$ cat config.mk
export PLATFORM = sky130hd
export DESIGN_NAME = ram_cache_line_mover_flat
export DESIGN_NICKNAME = d
export VERILOG_FILES = /design/src/rtl/ram_cache_line_mover_pkg.sv /design/src/rtl/ram_cache_line_mover_if.sv /design/src/rtl/ram_cache_line_mover.sv /design/src/flat_wrapper.sv
export SDC_FILE = /design/constraint.sdc
export NUM_CORES = 1
export LEC_CHECK = 0
export BUFFER_PORTS_ARGS = -buffer_cell sky130_fd_sc_hd__buf_2
export CAP_MARGIN = 25
export CELL_PAD_IN_SITES_DETAIL_PLACEMENT = 1
export CELL_PAD_IN_SITES_GLOBAL_PLACEMENT = 2
export CORE_AREA = 2 2 176 178
export CTS_BUF_LIST = sky130_fd_sc_hd__clkbuf_8
export DETAILED_ROUTE_END_ITERATION = 10
export DIE_AREA = 0 0 178 180
export GPL_TIMING_DRIVEN = 0
export PLACE_DENSITY = 0.86
export SYNTH_ARGS = -nofsm -noshare
export SYNTH_HDL_FRONTEND = slang
export SYNTH_SLANG_ARGS = --single-unit
$ cat constraint.sdc
create_clock -name i_clk -period 4.32 [get_ports i_clk]
set_input_delay 0.432 -clock i_clk [delete_from_list [all_inputs] [get_ports i_clk]]
set_output_delay 0.432 -clock i_clk [all_outputs]
set_load 0.02 [all_outputs]
$ cat src/rtl/ram_cache_line_mover_pkg.sv
// Shared types and helpers for the cache-line mover: FSM state encoding,
// beat geometry and a beat-select helper used on the read path.
package ram_cache_mover_pkg;

  typedef enum logic [2:0] {
    IDLE,
    RD_REQ,
    RD_CAPTURE,
    RD_STREAM,
    WR_COLLECT,
    WR_COMMIT
  } state_e;

  localparam int BEAT_BITS  = 64;
  localparam int BEAT_BYTES = 8;

  // Widest line the helper accepts (16 beats); narrower lines are zero-extended.
  localparam int MAX_LINE_BITS     = 1024;
  localparam int MAX_BEAT_IDX_BITS = 4;

  // Returns beat 'idx' (64 bits) of a line.
  function automatic logic [BEAT_BITS-1:0] beat_select(
    input logic [MAX_LINE_BITS-1:0]     line,
    input logic [MAX_BEAT_IDX_BITS-1:0] idx
  );
    return line[BEAT_BITS*idx +: BEAT_BITS];
  endfunction

endpackage

$ cat src/rtl/ram_cache_line_mover_if.sv
// Controller-facing channels of the cache-line mover: command, read-beat
// stream and write-beat stream. The mover takes the slave modport, the
// cache controller the master modport.
interface ram_cache_line_mover_if #(
  parameter int abits = 6,
  parameter int dbits = 128
);
  localparam int BEATS = dbits / 64;
  localparam int BW    = $clog2(BEATS);

  // Command channel
  logic             i_req_valid;
  logic             o_req_ready;
  logic             i_req_write;
  logic [abits-1:0] i_req_addr;
  logic [BW-1:0]    i_req_beat;

  // Read-beat channel (evict)
  logic             o_rd_valid;
  logic             i_rd_ready;
  logic [63:0]      o_rd_data;
  logic             o_rd_last;

  // Write-beat channel (fill)
  logic             i_wr_valid;
  logic             o_wr_ready;
  logic [63:0]      i_wr_data;
  logic [7:0]       i_wr_strb;
  logic             o_wr_done;

  modport slave (
    input  i_req_valid, i_req_write, i_req_addr, i_req_beat,
    input  i_rd_ready,
    input  i_wr_valid, i_wr_data, i_wr_strb,
    output o_req_ready,
    output o_rd_valid, o_rd_data, o_rd_last,
    output o_wr_ready, o_wr_done
  );

  modport master (
    output i_req_valid, i_req_write, i_req_addr, i_req_beat,
    output i_rd_ready,
    output i_wr_valid, i_wr_data, i_wr_strb,
    input  o_req_ready,
    input  o_rd_valid, o_rd_data, o_rd_last,
    input  o_wr_ready, o_wr_done
  );

endinterface

$ cat src/rtl/ram_cache_line_mover.sv
// Cache-line mover: evicts a line by one RAM read streamed out as 64-bit
// beats, and fills a line by collecting strobed beats into one byte-masked
// RAM write. Optional feature macro: RAM_CACHE_MOVER_CRITICAL_FIRST_EN
// (reads start at the requested beat and wrap).
module ram_cache_line_mover
  import ram_cache_mover_pkg::*;
#(
  parameter int abits = 6,
  parameter int dbits = 128
) (
  input  logic                 i_clk,
  input  logic                 i_nrst,
  ram_cache_line_mover_if.slave bus,
  output logic [abits-1:0]     o_ram_addr,
  output logic [dbits/8-1:0]   o_ram_wena,
  output logic [dbits-1:0]     o_ram_wdata,
  input  logic [dbits-1:0]     i_ram_rdata
);

  localparam int BEATS  = dbits / BEAT_BITS;
  localparam int BW     = $clog2(BEATS);
  localparam int NBYTES = dbits / 8;
  localparam logic [BW-1:0] LAST_BEAT = BW'(BEATS - 1);

  state_e            state, state_next;
  logic [abits-1:0]  r_addr;
  logic [dbits-1:0]  r_line;
  logic [NBYTES-1:0] r_mask;
  logic [BW-1:0]     r_beat;   // beat index presented on the read channel
  logic [BW-1:0]     r_cnt;    // beats transferred so far in this line

  logic          req_fire, rd_fire, wr_fire, cnt_last;
  logic [BW-1:0] start_beat, beat_next, cnt_next;

`ifdef RAM_CACHE_MOVER_CRITICAL_FIRST_EN
  assign start_beat = bus.i_req_beat;
`else
  logic unused_req_beat;
  assign unused_req_beat = ^bus.i_req_beat;
  assign start_beat      = '0;
`endif

  assign req_fire  = (state == IDLE)       && bus.i_req_valid;
  assign rd_fire   = (state == RD_STREAM)  && bus.i_rd_ready;
  assign wr_fire   = (state == WR_COLLECT) && bus.i_wr_valid;
  assign cnt_last  = (r_cnt == LAST_BEAT);
  assign beat_next = (r_beat == LAST_BEAT) ? '0 : r_beat + 1'b1;
  assign cnt_next  = cnt_last ? '0 : r_cnt + 1'b1;

  // State register.
  always_ff @(posedge i_clk or negedge i_nrst) begin
    // NOTE: sequential state uses non-blocking '<=' so every flop samples
    // pre-edge values regardless of block evaluation order.
    if (!i_nrst) state <= IDLE;
    else         state <= state_next;
  end

  // Next-state decode and all channel/RAM outputs, purely from state so an
  // async reset drops write enables without a clock edge.
  always_comb begin
    // NOTE: every output gets a default first so no path leaves a value
    // unassigned, which would otherwise infer a latch.
    state_next      = state;
    bus.o_req_ready = 1'b0;
    bus.o_rd_valid  = 1'b0;
    bus.o_rd_data   = '0;
    bus.o_rd_last   = 1'b0;
    bus.o_wr_ready  = 1'b0;
    bus.o_wr_done   = 1'b0;
    o_ram_addr      = r_addr;
    o_ram_wena      = '0;
    o_ram_wdata     = '0;
    unique case (state)
      IDLE: begin
        bus.o_req_ready = 1'b1;
        if (bus.i_req_valid) state_next = bus.i_req_write ? WR_COLLECT : RD_REQ;
      end
      RD_REQ:     state_next = RD_CAPTURE;
      RD_CAPTURE: state_next = RD_STREAM;
      RD_STREAM: begin
        bus.o_rd_valid = 1'b1;
        bus.o_rd_data  = beat_select(MAX_LINE_BITS'(r_line), MAX_BEAT_IDX_BITS'(r_beat));
        bus.o_rd_last  = cnt_last;
        if (bus.i_rd_ready && cnt_last) state_next = IDLE;
      end
      WR_COLLECT: begin
        bus.o_wr_ready = 1'b1;
        if (bus.i_wr_valid && cnt_last) state_next = WR_COMMIT;
      end
      WR_COMMIT: begin
        o_ram_wena    = r_mask;
        o_ram_wdata   = r_line;
        bus.o_wr_done = 1'b1;
        state_next    = IDLE;
      end
      default: state_next = IDLE;
    endcase
  end

  // Line buffer, byte mask, address and beat counters.
  always_ff @(posedge i_clk or negedge i_nrst) begin
    if (!i_nrst) begin
      r_addr <= '0;
      // NOTE: the line buffer is a plain register (not a RAM macro), so it
      // takes the reset like any other flop and reads as zero after reset.
      r_line <= '0;
      r_mask <= '0;
      r_beat <= '0;
      r_cnt  <= '0;
    end else begin
      if (req_fire) begin
        r_addr <= bus.i_req_addr;
        r_beat <= start_beat;
        r_cnt  <= '0;
        if (bus.i_req_write) r_mask <= '0;
      end
      if (state == RD_CAPTURE) begin
        r_line <= i_ram_rdata;
        r_cnt  <= '0;
      end
      if (rd_fire) begin
        r_beat <= beat_next;
        r_cnt  <= cnt_next;
      end
      if (wr_fire) begin
        for (int b = 0; b < BEAT_BYTES; b++) begin
          if (bus.i_wr_strb[b]) begin
            r_line[(int'(r_cnt)*BEAT_BYTES + b)*8 +: 8] <= bus.i_wr_data[b*8 +: 8];
            r_mask[int'(r_cnt)*BEAT_BYTES + b]          <= 1'b1;
          end
        end
        r_cnt <= cnt_next;
      end
    end
  end

endmodule

$ cat src/flat_wrapper.sv
// flat-port wrapper written by rule: the top's interface ports become plain ports
module ram_cache_line_mover_flat import ram_cache_mover_pkg::*;
#(
  parameter int abits = 6,
  parameter int dbits = 128
)
  (i_clk, i_nrst, o_ram_addr, o_ram_wena, o_ram_wdata, i_ram_rdata, bus_i_req_valid, bus_i_req_write, bus_i_req_addr, bus_i_req_beat, bus_i_rd_ready, bus_i_wr_valid, bus_i_wr_data, bus_i_wr_strb, bus_o_req_ready, bus_o_rd_valid, bus_o_rd_data, bus_o_rd_last, bus_o_wr_ready, bus_o_wr_done);
  ram_cache_line_mover_if #(.abits(abits), .dbits(dbits)) bus_i ();
  input  logic i_clk;
  input  logic i_nrst;
  output logic [abits-1:0] o_ram_addr;
  output logic [dbits/8-1:0] o_ram_wena;
  output logic [dbits-1:0] o_ram_wdata;
  input  logic [dbits-1:0] i_ram_rdata;
  input wire logic [$bits(bus_i.i_req_valid)-1:0] bus_i_req_valid;
  input wire logic [$bits(bus_i.i_req_write)-1:0] bus_i_req_write;
  input wire logic [$bits(bus_i.i_req_addr)-1:0] bus_i_req_addr;
  input wire logic [$bits(bus_i.i_req_beat)-1:0] bus_i_req_beat;
  input wire logic [$bits(bus_i.i_rd_ready)-1:0] bus_i_rd_ready;
  input wire logic [$bits(bus_i.i_wr_valid)-1:0] bus_i_wr_valid;
  input wire logic [$bits(bus_i.i_wr_data)-1:0] bus_i_wr_data;
  input wire logic [$bits(bus_i.i_wr_strb)-1:0] bus_i_wr_strb;
  output wire logic [$bits(bus_i.o_req_ready)-1:0] bus_o_req_ready;
  output wire logic [$bits(bus_i.o_rd_valid)-1:0] bus_o_rd_valid;
  output wire logic [$bits(bus_i.o_rd_data)-1:0] bus_o_rd_data;
  output wire logic [$bits(bus_i.o_rd_last)-1:0] bus_o_rd_last;
  output wire logic [$bits(bus_i.o_wr_ready)-1:0] bus_o_wr_ready;
  output wire logic [$bits(bus_i.o_wr_done)-1:0] bus_o_wr_done;
  assign bus_i.i_req_valid = bus_i_req_valid;
  assign bus_i.i_req_write = bus_i_req_write;
  assign bus_i.i_req_addr = bus_i_req_addr;
  assign bus_i.i_req_beat = bus_i_req_beat;
  assign bus_i.i_rd_ready = bus_i_rd_ready;
  assign bus_i.i_wr_valid = bus_i_wr_valid;
  assign bus_i.i_wr_data = bus_i_wr_data;
  assign bus_i.i_wr_strb = bus_i_wr_strb;
  assign bus_o_req_ready = bus_i.o_req_ready;
  assign bus_o_rd_valid = bus_i.o_rd_valid;
  assign bus_o_rd_data = bus_i.o_rd_data;
  assign bus_o_rd_last = bus_i.o_rd_last;
  assign bus_o_wr_ready = bus_i.o_wr_ready;
  assign bus_o_wr_done = bus_i.o_wr_done;
  ram_cache_line_mover #(.abits(abits), .dbits(dbits)) u_core (.i_clk(i_clk), .i_nrst(i_nrst), .bus(bus_i), .o_ram_addr(o_ram_addr), .o_ram_wena(o_ram_wena), .o_ram_wdata(o_ram_wdata), .i_ram_rdata(i_ram_rdata));
endmodule
==> qor.yml, run 1 <==
status:
  status: "complete, no violations"
layout:
  nFillCells: 3482
  multi_input_area_um2: 5329
  regArea_um2: 3879
  area_growth_pct: 32.74
  drive_gt1_share_pct: 55.41
  fin_nets: 1467
floorplanning:
  die_area_um2: 32040
  die_height_um: 180
  die_width_um: 178
  start_util_pct: 31.38
  rows: 64
  core_um2: 30190
  ioPinCount: 432
logic_synthesis:
  synthDominantCellAreaShare_pct: 40.94
  yosys_warnings: 0
  synth-edff-count: 0
  synth_nets: 1016
  ys_types: 38
  post_synth.cell_area_avg_um2: 11.80
  syn_inst: 803
  synthAdderAreaFrac_pct: 0
  ys_seq_elements: 155
  synthArstFlopShare_pct: 100.0
  yosys.area_share.simple_pct: 15.97
  syn_area_um2: 9474
  yosysSeqAreaShare_pct: 40.94
  synthTopCellsByArea: "dfrtp_1 41%, mux2_2 22%, and2_1 9.5%"
  ys.flop_type: "dfrtp_1"
  synth_compound_area_share_pct: 2.377
  synth-xor-area-share_pct: 0
  synth_top_family_by_area: "multiplexers"
  yosysTopAreaCell: "dfrtp_1"
  synth.mux.area_fraction_pct: 37.90
setup_path:
  crit_chain: "and3b_1 -> buf_2 -> clkbuf_1 -> clkbuf_1 -> and2_1 -> buf_2"
  r2r-start: "u_core.state[0]"
  cp_max_fo: 10
  critPathKind: "flop to output port"
  cp-start-kind: "flop"
  reg2reg_depth: 5
  crit_required_ns: 3.89
  slowest_delay_ns: 0.68
  crit_slowest_cell: "clkbuf_1"
  startpoint: "u_core.state[1]"
  critPathCaptureType: "output port"
  worstPathArrival_ns: 2.88
global_routing:
  grt_pass1_vias: 8743
  grt_pass1_wl_um: 57190
  grt_start_max_net_pins: 83
  antenna_found_initial: 4
  grt.total_usage_pct: 24.44
  grt.overflow.total: 0
cts:
  clock-root-buffer: "clkbuf_8"
  cts.sinks: 155
  cts_max_level: 4
  clk_latency_ns: 0.46
  path_clk_slew_ns: 0.11
  numCtsBuffers: 17
  clk_path_buf_depth: 2
  cts_resized: 0
  cts_tree: "yes"
place:
  place_ws_ns: 1.396
  gp_congestion: 0.8195
  port_buffers: 430
  dpl.hpwl_um: 29380
power_and_ir_drop:
  peakVddDrop_v: 0.0002874
  power_leakage_nw: 6.510
  powerDensity_nw_per_um2: 674.3
route:
  vias: 8166
  vias_per_cell: 4.905
  drt.antenna.violating_nets: 0
  wire_per_inst_um: 23.89
  dr.pass1.iters: 4
  drt_iter0_drc: 253
  routed_wl_um: 39770
  drc: 0
timing:
  relSlewSlack_pct: 38.03
  finalWorstSetupSlack_ns: 1.008
  tightest_slew_ns: 0.9295
  post-route-min-period_ns: 3.312
  fmaxAchievable_ghz: 0.3020
  hold_viol_final: 0
  slew_viol_final: 0
  rsz0062_at_grt: "false"
  period_share_pct: 76.66
  skew_ns: 0.02417
  setup_viol: 0
  finalSetupTns_ns: 0
min_path:
  worstHoldStart: "bus_i_wr_data[59]"
  whs_path_depth: 2
  hp-class: "input pin to flop"
job:
  maxCapViolCount: 0
==> power breakdown <==
| part | switching (mW) | internal, mW |
|---|---|---|
| Sequential | 0.488 | 2.13 |
| Clock | 0.686 | 0.499 |
| Combinational | 2.58 | 2.10 |
| Total | 3.76 | 4.72 |
==> final timing paths <==
check / end / slack, ns
min: u_core.r_line[59] / 0.19
min in group asynchronous: u_core.r_line[26] / 0.53
max in group asynchronous: u_core.state[2] / 2.90
max reg2reg: u_core.r_line[116] / 2.16
min reg2reg: u_core.r_mask[9] / 0.48
max: o_ram_wdata[62] / 1.01
==> registers in the layout, summed over array words and instances (netlist names) <==
register	flops
u_core.state	3
u_core.r_mask	16
u_core.r_beat	1
u_core.r_line	128
u_core.cnt_last	1
u_core.o_ram_addr	6
==> cell families after synthesis <==
logic type	Yosys count
flops	155
mux	326
compound gates	26
simple gates	241
buf+inv	55
==> layout by cell type, fill, tap and decap left out, drive strengths merged, types with 2 or more instances in the layout <==
cell type and n:
dfrtp 155, mux2 262, a21bo 16, nand3 17
and2 144, mux2i 64, clkbuf 39, or3b 2
o21ai 2, inv 10, nand2 3, clkinv 4
nor2 65, nor3b 2, buf 463, a21oi 3
diode 2, nor3 2, a211oi 2
==> synth_stat cells (7+ instances only) <==
cell type / number
buf_2: 20
mux2i_1: 64
mux2_2: 186
dfrtp_1: 155
buf_1: 7
and2_1: 144
mux2_1: 76
clkbuf_1: 20
nand3_4: 9
nand3_2: 7
a21bo_1: 10
nor2_1: 65
==> routing by layer <==
layer	routed length [µm]	part of all wire [%]	track usage, %	vias up
met5	27	0.068	0	-
met4	747	1.9	6.295	4
met3	2726	6.9	5.964	39
met2	20090	51	43.35	312
met1	16180	41	29.33	4102
li1	-	-	-	3709
==> metrics by stage <==
step	power [mW]	util [%]	instances	hold WS (ns)	cell area, µm²
finish	8.480	41.66	1665	0.1865	12580
global route	9.029	41.66	1665	0.1611	12580
CTS	8.556	41.64	1663	0.1531	12570
detailed placement	7.368	40.28	1630	0.4459	12160
global placement	7.223	40.15	1629	0.4537	12120
floorplan	5.709	-	803	0.1364	9474
==> worst max-delay path: cells and delay by family (launching register included) <==
kind                   cells  cell delay (ns)
buffers and inverters      4             1.62
flip-flops                 1             0.40
AND/OR/NAND/NOR            2             0.40
==> repair_timing <==
item / in CTS / in global routing
buffers inserted: 0 / 0
hold buffers: 1 / 0
hold endpoints to repair: 73 / 0
==> final cells by class <==
type                       instances  share of cell area (%)
antenna                            2                 0.03980
buffer                            53                   2.059
clock buffer                      18                   1.970
clock inverter                    14                   1.224
inverter                           2                 0.05970
multi-input combinational        593                   42.37
sequential                       155                   30.84
tap                              396                   3.940
timing repair buffer             432                   17.49
Note: power is estimated with default switching activity, not from simulation.
==> inputs of run 2 (changes only) <==
--- a/config.mk
+++ b/config.mk
@@ -9,12 +9,12 @@
 export CAP_MARGIN = 25
 export CELL_PAD_IN_SITES_DETAIL_PLACEMENT = 1
 export CELL_PAD_IN_SITES_GLOBAL_PLACEMENT = 2
-export CORE_AREA = 2 2 176 178
+export CORE_AREA = 2 2 191 193
 export CTS_BUF_LIST = sky130_fd_sc_hd__clkbuf_8
 export DETAILED_ROUTE_END_ITERATION = 10
-export DIE_AREA = 0 0 178 180
+export DIE_AREA = 0 0 193 195
 export GPL_TIMING_DRIVEN = 0
-export PLACE_DENSITY = 0.86
+export PLACE_DENSITY = 0.78
 export SYNTH_ARGS = -nofsm -noshare
 export SYNTH_HDL_FRONTEND = slang
 export SYNTH_SLANG_ARGS = --single-unit
==> constraint.sdc (replaced) <==
create_clock -name i_clk -period 3 [get_ports i_clk]
set_input_delay 0.3 -clock i_clk [delete_from_list [all_inputs] [get_ports i_clk]]
set_output_delay 0.3 -clock i_clk [all_outputs]
set_load 0.02 [all_outputs]
==> run 2 against run 1 <==
Against the previous run:
- critical path depth did not move
- via count up 0.58%
- clock-buffer cell count is 1 higher
- largest cell class unchanged
==> qor.yml, run 2 (same netlist as run 1, synthesis figures left out) <==
cts:
  cts_setup_buffers: 0
  clk_latency_ns: 0.49
  numCtsBuffers: 17
  cts_max_level: 4
  path_clk_slew_ns: 0.09
  cts.sinks: 155
  cts_tree: "yes"
  clk_path_buf_depth: 2
  clock-root-buffer: "clkbuf_8"
floorplanning:
  rows: 69
  die_area_um2: 37640
  start_util_pct: 26.77
  die_height_um: 195
  ioPinCount: 432
  core_um2: 35400
  die_width_um: 193
timing:
  relSlewSlack_pct: 38.56
  fmaxAchievable_ghz: 0.3570
  period_share_pct: 93.38
  finalSetupTns_ns: 0
  rsz0062_at_grt: "false"
  hold_viol_final: 0
  slew_viol_final: 0
  post-route-min-period_ns: 2.801
  setup_viol: 0
  skew_ns: 0.01078
  tightest_slew_ns: 0.9217
layout:
  final_cell_mix: "453 x buf_2, 186 x mux2_2, 155 x dfrtp_1, 144 x and2_1, 76 x mux2_1"
  stdcell_count: 1769
  largest_reg_flops: 128
  nFillCells: 4039
  fin_nets: 1507
  drive_gt1_share_pct: 54.25
  area_growth_pct: 37.63
  layout_commonest_cell: "buf_2"
  largest-register: "u_core.r_line"
power_and_ir_drop:
  powerDensity_nw_per_um2: 932.5
  peakVddDrop_v: 0.0003824
  total_power_mw: 12.16
  p_sw_share_pct: 43.88
  power_leakage_nw: 6.689
  combPwrFrac_pct: 56.2
  seq_power_share_pct: 30.8
  p_switching_mw: 5.335
  internal_power_mw: 6.824
  p_clk_share_pct: 13.0
global_routing:
  grt_pass1_vias: 9187
  antenna_found_initial: 4
  grt.total_usage_pct: 22.23
  grt_start_max_net_pins: 81
  grt.overflow.total: 0
  grt_pass1_wl_um: 60140
route:
  drt_iter0_drc: 157
  wire_per_inst_um: 23.65
  vias: 8213
  dr.pass1.iters: 4
  drt.antenna.violating_nets: 0
  vias_per_cell: 4.643
  drc: 0
  routed_wl_um: 41830
job:
  maxCapViolCount: 0
min_path:
  hp-class: "input pin to flop"
setup_path:
  cp_max_fo: 10
  crit_required_ns: 2.70
  worstPathArrival_ns: 2.50
  cp-start-kind: "flop"
  critPathCaptureType: "output port"
  critPathKind: "flop to output port"
place:
  port_buffers: 430
  gp_congestion: 0.8049
  dpl.hpwl_um: 30430
  dp.cells: 1695
status:
  status: "complete, no violations"
run 2: cell count changes in the layout (fill, tap and decap cells not counted), sizes merged:
| cell | previous run | this run |
|---|---|---|
| clkdlybuf4s15 | 0 | 1 |
| clkbuf | 39 | 41 |
| dlygate4sd3 | 1 | 41 |
| inv | 10 | 4 |
| clkinvlp | 1 | 5 |
| buf | 463 | 461 |
| clkinv | 4 | 5 |
| diode | 2 | 1 |
run 2: final timing paths:
| kind | start | to | slack, ns | cells after the start |
|---|---|---|---|---|
| setup / recovery | u_core.state[1] | o_ram_wdata[78] | 0.20 | 6 |
| hold / removal | bus_i_wr_data[21] | u_core.r_line[85] | 0.04 | 2 |
| setup reg to reg | u_core.state[0] | u_core.r_line[73] | 0.76 | 5 |
| hold reg to reg | u_core.r_mask[2] | u_core.r_mask[2] | 0.47 | 1 |
| max in group asynchronous | i_nrst | u_core.r_line[13] | 1.78 | 3 |
| min in group asynchronous | i_nrst | u_core.r_line[111] | 0.35 | 2 |
run 2: metrics by stage:
stage	hold WS [ns]	worst slack, ns	cell area (µm²)	util [%]
after floorplan	0.004409	1.195	9474	-
after global placement	0.4532	-1.064	12200	34.48
final	0.04096	0.1987	13040	36.84
after global routing	0.01611	0.01206	13040	36.84
after CTS	0.0003331	0.02746	13030	36.80
after detailed placement	0.3332	0.09488	12240	34.58
run 2: area by class of cell:
type                    instances  area (µm²)  area share [%]
diodes                          1       2.502         0.01919
plain buffers                  53       279.0           2.140
clock buffers                  19       261.5           2.006
clock inverters                13       103.9          0.7965
inverters                       2       7.507         0.05758
multi-input cells             593        5329           40.87
flip-flops and latches        155        3879           29.75
well taps                     461       576.8           4.424
repair buffers                472        2600           19.94
run 2: power by group through the flow:
stage / registers (mW) / logic [mW] / clock network, mW
2_1_floorplan: 3.59 / 4.63 / 0
3_3_place_gp: 3.73 / 6.78 / 0
3_5_place_dp: 3.78 / 6.91 / 0
4_1_cts: 3.74 / 6.99 / 1.66
5_1_grt: 3.88 / 7.43 / 1.72
6_report: 3.74 / 6.84 / 1.58
run 2: layer usage:
| layer | vias to the layer above | global-route usage (%) | share of wire, % |
|---|---|---|---|
| met3 | 56 | 5.140 | 6.0 |
| li1 | 3791 | - | - |
| met4 | 6 | 6.987 | 2.3 |
| met5 | - | 0 | 0.081 |
| met1 | 4070 | 26.79 | 42 |
| met2 | 290 | 38.92 | 50 |
run 2: what timing repair did:
| item | 4_1_cts | 5_1_grt |
|---|---|---|
| cloned | 0 | 0 |
| endpoints found under the hold margin | 124 | 0 |
| setup endpoints to repair | 83 | 19 |
| resized for setup | 7 | 7 |
| hold buffers | 41 | 0 |
run 2: critical path, cell delays in order, from the launching register on:
cell      delay [ns]
dfrtp_1         0.41
and3b_1         0.20
buf_2           0.26
clkbuf_4        0.37
clkbuf_1        0.38
and2_1          0.22
buf_2           0.17
